--- src/rtl/sync_ram_pkg.sv ---
// Shared types, constants and helpers for the parametrised synchronous RAM.
// The parity helper is only used when SYNC_RAM_PARITY_EN is defined.
package sync_ram_pkg;

    // Clear-engine states: CLEAR zeroes the array, IDLE serves user traffic.
    typedef enum logic {
        CLEAR = 1'b0,
        IDLE  = 1'b1
    } ram_state_t;

    // Collision behaviour selectors for RW_MODE.
    localparam int RW_READ_FIRST  = 0;
    localparam int RW_WRITE_FIRST = 1;

    // Widest data word the parity helper covers; callers zero-extend into it.
    localparam int PARITY_MAX_W = 256;

    // Even parity: returns 1 when the word has an odd number of ones, so that
    // the word plus this bit always carries an even count. Zero-extension
    // leaves the result unchanged, which lets one function serve any DW.
    function automatic logic parity(input logic [PARITY_MAX_W-1:0] data);
        return ^data;
    endfunction

endpackage : sync_ram_pkg

--- src/rtl/sync_ram_clear_fsm.sv ---
// Clear engine for param_sync_ram. After reset, or on a clear request while
// idle, it sweeps every address from 0 to DEPTH-1, one write per cycle, and
// holds busy high for exactly DEPTH cycles.
module sync_ram_clear_fsm
    import sync_ram_pkg::*;
#(
    parameter int DEPTH = 64,
    parameter int AW    = $clog2(DEPTH)
) (
    input  logic          clk,
    input  logic          rst_n,
    input  logic          clear_req,
    output logic          busy,
    output logic          clr_we,
    output logic [AW-1:0] clr_addr
);

    localparam logic [AW-1:0] LAST_ADDR = AW'(DEPTH - 1);

    ram_state_t    state;
    logic [AW-1:0] cnt;

    // The counter doubles as the clear write address.
    assign clr_addr = cnt;

    // State, counter and registered busy/write-enable; reset restarts the sweep at 0.
    always_ff @(posedge clk or negedge rst_n) begin
        if (!rst_n) begin
            state  <= CLEAR;
            cnt    <= '0;
            busy   <= 1'b1;
            clr_we <= 1'b1;
        end else begin
            case (state)
                CLEAR: begin
                    if (cnt == LAST_ADDR) begin
                        // Last address is written on this edge; user traffic resumes next cycle.
                        state  <= IDLE;
                        cnt    <= '0;
                        busy   <= 1'b0;
                        clr_we <= 1'b0;
                    end else begin
                        cnt <= cnt + 1'b1;
                    end
                end
                IDLE: begin
                    if (clear_req) begin
                        state  <= CLEAR;
                        cnt    <= '0;
                        busy   <= 1'b1;
                        clr_we <= 1'b1;
                    end
                end
                default: begin
                    state  <= CLEAR;
                    cnt    <= '0;
                    busy   <= 1'b1;
                    clr_we <= 1'b1;
                end
            endcase
        end
    end

endmodule : sync_ram_clear_fsm

--- src/rtl/param_sync_ram.sv ---
// Parametrised single-port synchronous RAM with registered read, valid strobe,
// selectable read/write collision order and a hardware clear engine.
// Optional feature macro: SYNC_RAM_PARITY_EN adds a stored even-parity bit per
// word and a parity_err output that accompanies dout_valid.
// DW must not exceed sync_ram_pkg::PARITY_MAX_W when parity is enabled.
module param_sync_ram
    import sync_ram_pkg::*;
#(
    parameter int DW      = 8,
    parameter int DEPTH   = 64,
    parameter int AW      = $clog2(DEPTH),
    parameter int RW_MODE = RW_READ_FIRST
) (
    input  logic          clk,
    input  logic          rst_n,
    input  logic          clear_req,
    input  logic          ren,
    input  logic          wen,
    input  logic [AW-1:0] addr,
    input  logic [DW-1:0] din,
    output logic [DW-1:0] dout,
    output logic          dout_valid,
    output logic          busy
`ifdef SYNC_RAM_PARITY_EN
    ,
    output logic          parity_err
`endif
);

`ifdef SYNC_RAM_PARITY_EN
    localparam int MW = DW + 1;
`else
    localparam int MW = DW;
`endif

    // Build the stored word for a data value (parity bit on top when enabled).
    function automatic logic [MW-1:0] make_word(input logic [DW-1:0] data);
`ifdef SYNC_RAM_PARITY_EN
        return {parity(PARITY_MAX_W'(data)), data};
`else
        return data;
`endif
    endfunction

    logic [MW-1:0] mem [DEPTH];

    logic          clr_we;
    logic [AW-1:0] clr_addr;

    logic          user_ok;
    logic          user_wr;
    logic          user_rd;

    logic          wr_en;
    logic [AW-1:0] wr_addr;
    logic [MW-1:0] wr_word;
    logic [MW-1:0] rd_word_p0;

    sync_ram_clear_fsm #(
        .DEPTH (DEPTH),
        .AW    (AW)
    ) u_clear_fsm (
        .clk       (clk),
        .rst_n     (rst_n),
        .clear_req (clear_req),
        .busy      (busy),
        .clr_we    (clr_we),
        .clr_addr  (clr_addr)
    );

    // User traffic is dropped while clearing and in the cycle a clear is requested.
    assign user_ok = !busy && !clear_req;
    assign user_wr = user_ok && wen;
    assign user_rd = user_ok && ren;

    // Write port mux: the clear engine owns the array while it runs.
    always_comb begin
        wr_en   = user_wr;
        wr_addr = addr;
        wr_word = make_word(din);
        if (clr_we) begin
            wr_en   = 1'b1;
            wr_addr = clr_addr;
            wr_word = '0;
        end
    end

    // Read word selection: write-first collisions forward the incoming data.
    always_comb begin
        rd_word_p0 = mem[addr];
        if (RW_MODE == RW_WRITE_FIRST && user_wr) begin
            rd_word_p0 = make_word(din);
        end
    end

    // Storage array; contents are data only and carry no reset.
    always_ff @(posedge clk) begin
        if (wr_en) begin
            mem[wr_addr] <= wr_word;
        end
    end

    // ---- stage p0 -> p1: registered read data and its valid strobe ----
    // Read output registers; dout holds its last value between reads.
    always_ff @(posedge clk or negedge rst_n) begin
        if (!rst_n) begin
            dout       <= '0;
            dout_valid <= 1'b0;
        end else begin
            dout_valid <= user_rd;
            if (user_rd) begin
                dout <= rd_word_p0[DW-1:0];
            end
        end
    end

`ifdef SYNC_RAM_PARITY_EN
    // Parity check of the word being read: recomputed parity XOR stored bit.
    always_ff @(posedge clk or negedge rst_n) begin
        if (!rst_n) begin
            parity_err <= 1'b0;
        end else begin
            parity_err <= user_rd &&
                          (parity(PARITY_MAX_W'(rd_word_p0[DW-1:0])) ^ rd_word_p0[DW]);
        end
    end
`endif

endmodule : param_sync_ram
--- config.mk ---
export PLATFORM = sky130hd
export DESIGN_NAME = param_sync_ram
export DESIGN_NICKNAME = d
export VERILOG_FILES = /design/src/rtl/sync_ram_pkg.sv /design/src/rtl/sync_ram_clear_fsm.sv /design/src/rtl/param_sync_ram.sv
export SDC_FILE = /design/constraint.sdc
export NUM_CORES = 1
export LEC_CHECK = 0
export CAP_MARGIN = 20
export CORE_ASPECT_RATIO = 0.9
export CORE_MARGIN = 2
export CORE_UTILIZATION = 30
export DETAILED_ROUTE_END_ITERATION = 7
export GPL_TIMING_DRIVEN = 0
export HOLD_SLACK_MARGIN = 0.15
export PLACE_DENSITY_LB_ADDON = 0.3
export SYNTH_ARGS = -nofsm -noshare
export SYNTH_HDL_FRONTEND = slang
export SYNTH_SLANG_ARGS = --single-unit
--- constraint.sdc ---
create_clock -name clk -period 9 [get_ports clk]
set_input_delay 1.35 -clock clk [delete_from_list [all_inputs] [get_ports clk]]
set_output_delay 1.35 -clock clk [all_outputs]
set_load 0.05 [all_outputs]
==> flow_metrics.py, run 1 <==
metrics = {
    "sta": {
        "rsz0062_at_grt": "false",
        "maxSlewViolCount": 0,
        "relSlewSlack_pct": 29.42,
        "worst_pin_slew_ns": 1.055,
        "hold_viol_final": 0,
        "tns_ns": 0,
        "fmax_mhz": 232.3,
        "setup_violations": 0,
        "period_share_pct": 47.82,
        "hold_ws_ns": 0.5729,
        "fin_skew_ns": 0.01358,
        "post-route-min-period_ns": 4.304,
    },
    "yosys": {
        "synth_warnings": 0,
        "synth_seq_cells": 529,
        "synth_area_per_cell_sq_um": 18.74,
        "synth_top_cell_by_area": "edfxtp_1",
        "syn_inst": 1116,
        "ys.flop_type": "edfxtp_1",
        "synth_edf_count": 512,
        "ys_top_cells_by_area": "edfxtp_1, mux4_2, mux2i_1, a22oi_1, dfrtp_1",
        "synth_top_area_share_pct": 73.52,
        "synthDistinctLibCells": 38,
        "async_flop_share_pct": 3.214,
        "synth_nets": 1136,
        "syn-cell-area_sq_um": 20910,
        "ys_seq_area_share_pct": 75.56,
    },
    "grt": {
        "antenna_found_initial": 0,
        "grt_max_degree": 43,
        "grt_pass1_wl_mm": 73.33,
        "grt-ovfl-total": 0,
        "grt_pass1_vias": 10870,
        "grtUsageTotal_pct": 14.11,
    },
    "power": {
        "leakagePower_uw": 0.007741,
        "powerDensity_nw_per_um2": 217.1,
        "ir_drop_mv": 0.1215,
    },
    "floorplan": {
        "dieArea_sq_um": 71830,
        "num_io_pins": 29,
        "core_area_sq_um": 68770,
        "die_w_um": 282.3,
        "dieHeight_um": 254.5,
        "num_rows": 91,
        "initial_core_util_pct": 30.41,
    },
    "clock_tree": {
        "clk_pin_slew_ns": 0.06,
        "htreeDepth": 2,
        "cts_hold_buf": 0,
        "cts_buffers": 52,
        "cts_num_sinks": 529,
        "cts_tree": "yes",
        "insertion_delay_ns": 0.57,
        "cts_buffer_depth": 3,
        "root_buffer": "clkbuf_16",
        "post_cts_resize_count": 0,
        "post-cts-setup-buffer-count": 0,
    },
    "route": {
        "dr.pass1.iters": 5,
        "vias_per_cell": 4.897,
        "drtIter0Drc": 904,
        "ant_nets": 0,
        "wire_per_inst_um": 23.35,
        "met1_length_mm": 22.46,
        "wl_met3_mm": 3.433,
        "highest_layer": "met5",
        "routed_wl_mm": 50.57,
        "vias": 10610,
        "drc": 0,
        "route.met2.wl_mm": 23.63,
    },
    "worst_setup_path": {
        "critPathMaxFanout": 10,
        "reg2reg_to": "mem[43][3]$_DFFE_PP_",
        "reg2reg_depth": 6,
        "endpoint_kind": "register",
        "path_class": "primary input to register",
        "setup.worst_path.start_class": "primary input",
        "crit_arrival_ns": 4.50,
        "required_ns": 9.19,
        "rrSetupSlack_ns": 5.64,
        "r2r_start": "u_clear_fsm.busy$_DFFE_PN1P_",
    },
    "final_layout": {
        "drive_gt1_share_pct": 16.67,
        "fin_util_pct": 35.07,
        "final_common_cell": "edfxtp_1",
        "areaGrowthSynthToFinish_pct": 15.34,
        "layout_common_cells": "edfxtp_1, mux2i_1, nor2_1",
        "n_antenna_cell": 0,
        "fin_nets": 1223,
    },
    "place": {
        "routabilityCongestion": 0.8467,
        "numPortBuffers": 23,
        "dp_hpwl_mm": 33.75,
    },
    "hold_path": {
        "whs_path_depth": 2,
        "min_path_type": "register to register",
        "hp-start": "dout[2]$_DFFE_PN0P_",
        "worstHoldEndpoint": "dout[2]$_DFFE_PN0P_",
    },
    "outcome": {
        "status": "complete, no violations",
    },
    "job": {
        "cap_violations": 0,
    },
}
## through the flow
stage                     setup WS (ns)  power [uW]  cells  area (sq um)
final                             4.696        5236   2166         24120
after global routing              4.607        5414   2166         24120
after CTS                         4.806        5280   2166         24120
after detailed placement          4.205        3286   2079         22600
after global placement            2.376        3265   2069         22310
after floorplan                   5.444        3098   1116         20910
## layout make-up
cell class / count / area (sq um)
flip-flops and latches: 529 / 15800
clock buffers: 68 / 1383
fillers: 6501 / 44650
well taps: 930 / 1164
clock inverters: 19 / 140.1
multi-input cells: 521 / 4813
plain buffers: 63 / 345.3
repair buffers: 33 / 460.4
inverters: 3 / 11.26
## state kept, by name, indices dropped and copies added (netlist names)
signal                flops
mem                     512
u_clear_fsm.busy          1
dout                      8
dout_valid                1
u_clear_fsm.state         1
u_clear_fsm.clr_addr      6
## cell usage after synthesis (4+ instances only)
cell,number
nor2b_1,12
buf_1,5
o21ai_0,5
buf_2,26
a21oi_1,25
nand2_1,40
buf_4,4
a41oi_1,8
nor2_1,73
clkbuf_1,22
nand2_2,4
mux2i_1,140
mux2_2,11
a22oi_1,56
edfxtp_1,512
mux4_2,71
nand3_1,37
o22ai_1,13
o21ai_1,8
dfrtp_1,16
## metal layers
layer,global-route usage (%),up-vias
met5,0.9447,-
met4,3.159,2
met3,2.950,67
met2,22.41,322
met1,19.85,5545
li1,-,4670
## critical path: stages
cell	delay (ns)
clkdlybuf4s50_1	0.85
clkbuf_1	0.55
nand2_1	0.11
o21ai_0	0.30
nand2_1	0.50
nor2_1	0.83
## power breakdown
group / leakage [uW] / switching [uW] / internal (uW)
registers: 0.00481 / 35.7 / 2760
logic: 0.00219 / 283 / 153
clock network: 0.000741 / 876 / 1130
## how the worst max path moves through the flow
| stage | from | depth (start not counted) | endpoint |
|---|---|---|---|
| floorplan | addr[0] | 8 | mem[0][0]$_DFFE_PP_ |
| global placement | din[3] | 2 | mem[58][3]$_DFFE_PP_ |
| detailed placement | addr[1] | 6 | mem[31][5]$_DFFE_PP_ |
| CTS | addr[1] | 6 | mem[47][3]$_DFFE_PP_ |
| global route | addr[1] | 6 | mem[15][2]$_DFFE_PP_ |
| finish | addr[1] | 6 | mem[39][7]$_DFFE_PP_ |
## logic make-up (layout without fill, tap and decap cells)
kind of cell / after synthesis / in the layout / share of synthesized area, %
flip-flops: 529 / 529 / 75.56
multiplexers: 223 / 223 / 15.07
AND/OR/NAND/NOR: 176 / 176 / 3.728
AO/OA/AOI/OAI: 119 / 119 / 3.793
buffers and inverters: 66 / 186 / 1.705
XOR/XNOR: 2 / 2 / 0.08378
adder cells (fa/ha/maj): 1 / 1 / 0.05982
Note: power is estimated with default switching activity, not from simulation.
==> inputs of run 2 (changes only) <==
==> constraint.sdc (replaced) <==
create_clock -name clk -period 4.2 [get_ports clk]
set_input_delay 0.63 -clock clk [delete_from_list [all_inputs] [get_ports clk]]
set_output_delay 0.63 -clock clk [all_outputs]
set_load 0.05 [all_outputs]
==> results of run 2 <==
The final DEF is identical to that of run 1. Status: complete, no violations.
Among the figures that moved: setup slack after placement 4.205 ns -> 0.1253 ns; setup slack after layout 4.696 ns -> 0.6158 ns; hold slack 0.5729 ns -> 0.4931 ns; register-to-register setup slack 5.64 ns -> 0.84 ns; end point of the worst hold path dout[2]$_DFFE_PN0P_ -> u_clear_fsm.clr_addr[5]$_DFFE_PN0P_; total power 5236 uW -> 11220 uW; worst IR drop on VDD 0.1215 mV -> 0.2603 mV
==> inputs of run 3 (changes only) <==
--- a/config.mk
+++ b/config.mk
@@ -13,6 +13,7 @@
 export GPL_TIMING_DRIVEN = 0
 export HOLD_SLACK_MARGIN = 0.15
 export PLACE_DENSITY_LB_ADDON = 0.3
+export SLEW_MARGIN = 20
 export SYNTH_ARGS = -nofsm -noshare
 export SYNTH_HDL_FRONTEND = slang
 export SYNTH_SLANG_ARGS = --single-unit
==> flow_metrics.py, run 3 (synthesis gave the netlist of run 1 again) <==
metrics = {
    "route": {
        "drc": 0,
        "drtIter0Drc": 979,
        "ant_nets": 0,
        "routed_wl_mm": 50.39,
        "vias_per_cell": 4.883,
        "wire_per_inst_um": 23.13,
        "dr.pass1.iters": 5,
        "vias": 10640,
    },
    "place": {
        "placed_cell_area_sq_um": 22730,
        "dp_hpwl_mm": 34.10,
        "routabilityCongestion": 0.8467,
        "dp_cells": 2084,
        "numPortBuffers": 23,
    },
    "floorplan": {
        "num_rows": 91,
        "initial_core_util_pct": 30.41,
        "die_w_um": 282.3,
        "num_io_pins": 29,
        "dieArea_sq_um": 71830,
        "core_area_sq_um": 68770,
        "dieHeight_um": 254.5,
    },
    "sta": {
        "fin_skew_ns": 0.01526,
        "fmax_mhz": 289.4,
        "maxSlewViolCount": 0,
        "post-route-min-period_ns": 3.455,
        "period_share_pct": 82.27,
        "relSlewSlack_pct": 31.27,
        "worst_pin_slew_ns": 1.031,
        "setup_violations": 0,
        "rsz0062_at_grt": "false",
        "hold_viol_final": 0,
    },
    "hold_path": {
        "min_path_type": "primary input to register",
    },
    "power": {
        "powerDensity_nw_per_um2": 464.1,
        "ir_drop_mv": 0.2846,
        "leakagePower_uw": 0.007831,
    },
    "worst_setup_path": {
        "crit_arrival_ns": 3.65,
        "setup.worst_path.start_class": "primary input",
        "endpoint_kind": "register",
        "critPathMaxFanout": 10,
        "required_ns": 4.40,
        "path_class": "primary input to register",
    },
    "clock_tree": {
        "cts_buffer_depth": 3,
        "htreeDepth": 2,
        "post_cts_resize_count": 0,
        "cts_buffers": 51,
        "post-cts-setup-buffer-count": 0,
        "cts_hold_buf": 0,
        "insertion_delay_ns": 0.57,
        "root_buffer": "clkbuf_16",
        "clk_pin_slew_ns": 0.06,
        "cts_tree": "yes",
        "cts_num_sinks": 529,
    },
    "final_layout": {
        "stdcell_area_sq_um": 24300,
        "largest_reg_flops": 512,
        "n_antenna_cell": 0,
        "final_common_cell": "edfxtp_1",
        "areaGrowthSynthToFinish_pct": 16.18,
        "drive_gt1_share_pct": 17.55,
        "largest-register": "mem",
        "n_fill_cell": 6510,
        "fin_nets": 1227,
        "finalNonFillerCells": 2178,
        "layout_common_cells": "edfxtp_1, mux2i_1, nor2_1",
    },
    "grt": {
        "grt-ovfl-total": 0,
        "grtUsageTotal_pct": 14.05,
        "antenna_found_initial": 1,
        "grt_pass1_vias": 10840,
        "grt_max_degree": 37,
        "grt_pass1_wl_mm": 73.06,
    },
    "outcome": {
        "status": "complete, no violations",
    },
    "job": {
        "cap_violations": 0,
    },
}
[run 3: metal layers]
metal | GRT usage (%) | vias up | wire (um)
met5 | 0 | - | 13
met4 | 2.434 | 2 | 712
met3 | 2.941 | 56 | 2988
met2 | 22.34 | 289 | 23610
met1 | 20.11 | 5592 | 23070
li1 | - | 4697 | -
[run 3: cell type report]
cell class | count | area [sq um] | share of cell area [%]
multi-input combinational | 521 | 4813 | 19.81
clock inverter | 26 | 150.1 | 0.6180
inverter | 3 | 11.26 | 0.04635
tap | 930 | 1164 | 4.789
sequential | 529 | 15800 | 65.04
buffer | 63 | 345.3 | 1.421
clock buffer | 68 | 1413 | 5.814
timing repair buffer | 38 | 598.1 | 2.462
[run 3: report_power, final]
part,internal (uW),total [uW],leakage (uW),switching [uW]
Sequential,5910,5990,0.00481,78.4
Combinational,350,956,0.00225,607
Clock,2420,4330,0.000768,1910
Total,8680,11300,0.00783,2600
[run 3: metrics by stage]
stage | hold slack, ns | total power (uW) | TNS, ns | worst slack [ns] | util (%)
2_1_floorplan | 0.3344 | 6639 | 0 | 1.207 | -
3_3_place_gp | 0.5731 | 6997 | -709.69 | -1.704 | 32.43
3_5_place_dp | 0.5672 | 7067 | 0 | 0.1613 | 33.06
4_1_cts | 0.4715 | 11360 | 0 | 0.7521 | 35.33
5_1_grt | 0.5251 | 11670 | 0 | 0.5388 | 35.33
6_report | 0.4940 | 11280 | 0 | 0.7448 | 35.33
[run 3: path summary, 6_finish.rpt]
| path | startpoint | end | slack, ns | depth (start not counted) |
|---|---|---|---|---|
| min reg2reg | u_clear_fsm.state$_DFF_PN0_ | u_clear_fsm.clr_addr[0]$_DFFE_PN0P_ | 0.57 | 2 |
| min | clear_req | u_clear_fsm.clr_addr[5]$_DFFE_PN0P_ | 0.49 | 2 |
| max reg2reg | u_clear_fsm.busy$_DFFE_PN1P_ | mem[43][6]$_DFFE_PP_ | 0.88 | 6 |
| max in group asynchronous | rst_n | dout_valid$_DFF_PN0_ | 2.96 | 1 |
| min in group asynchronous | rst_n | u_clear_fsm.clr_addr[0]$_DFFE_PN0P_ | 0.62 | 1 |
| max | addr[1] | mem[15][0]$_DFFE_PP_ | 0.74 | 6 |
[run 3: worst max-delay path: stages]
cell             delay, ns
clkdlybuf4s50_1       0.78
clkbuf_1              0.56
nand2_1               0.10
o21ai_0               0.27
nand2_1               0.49
nor2_1                0.80
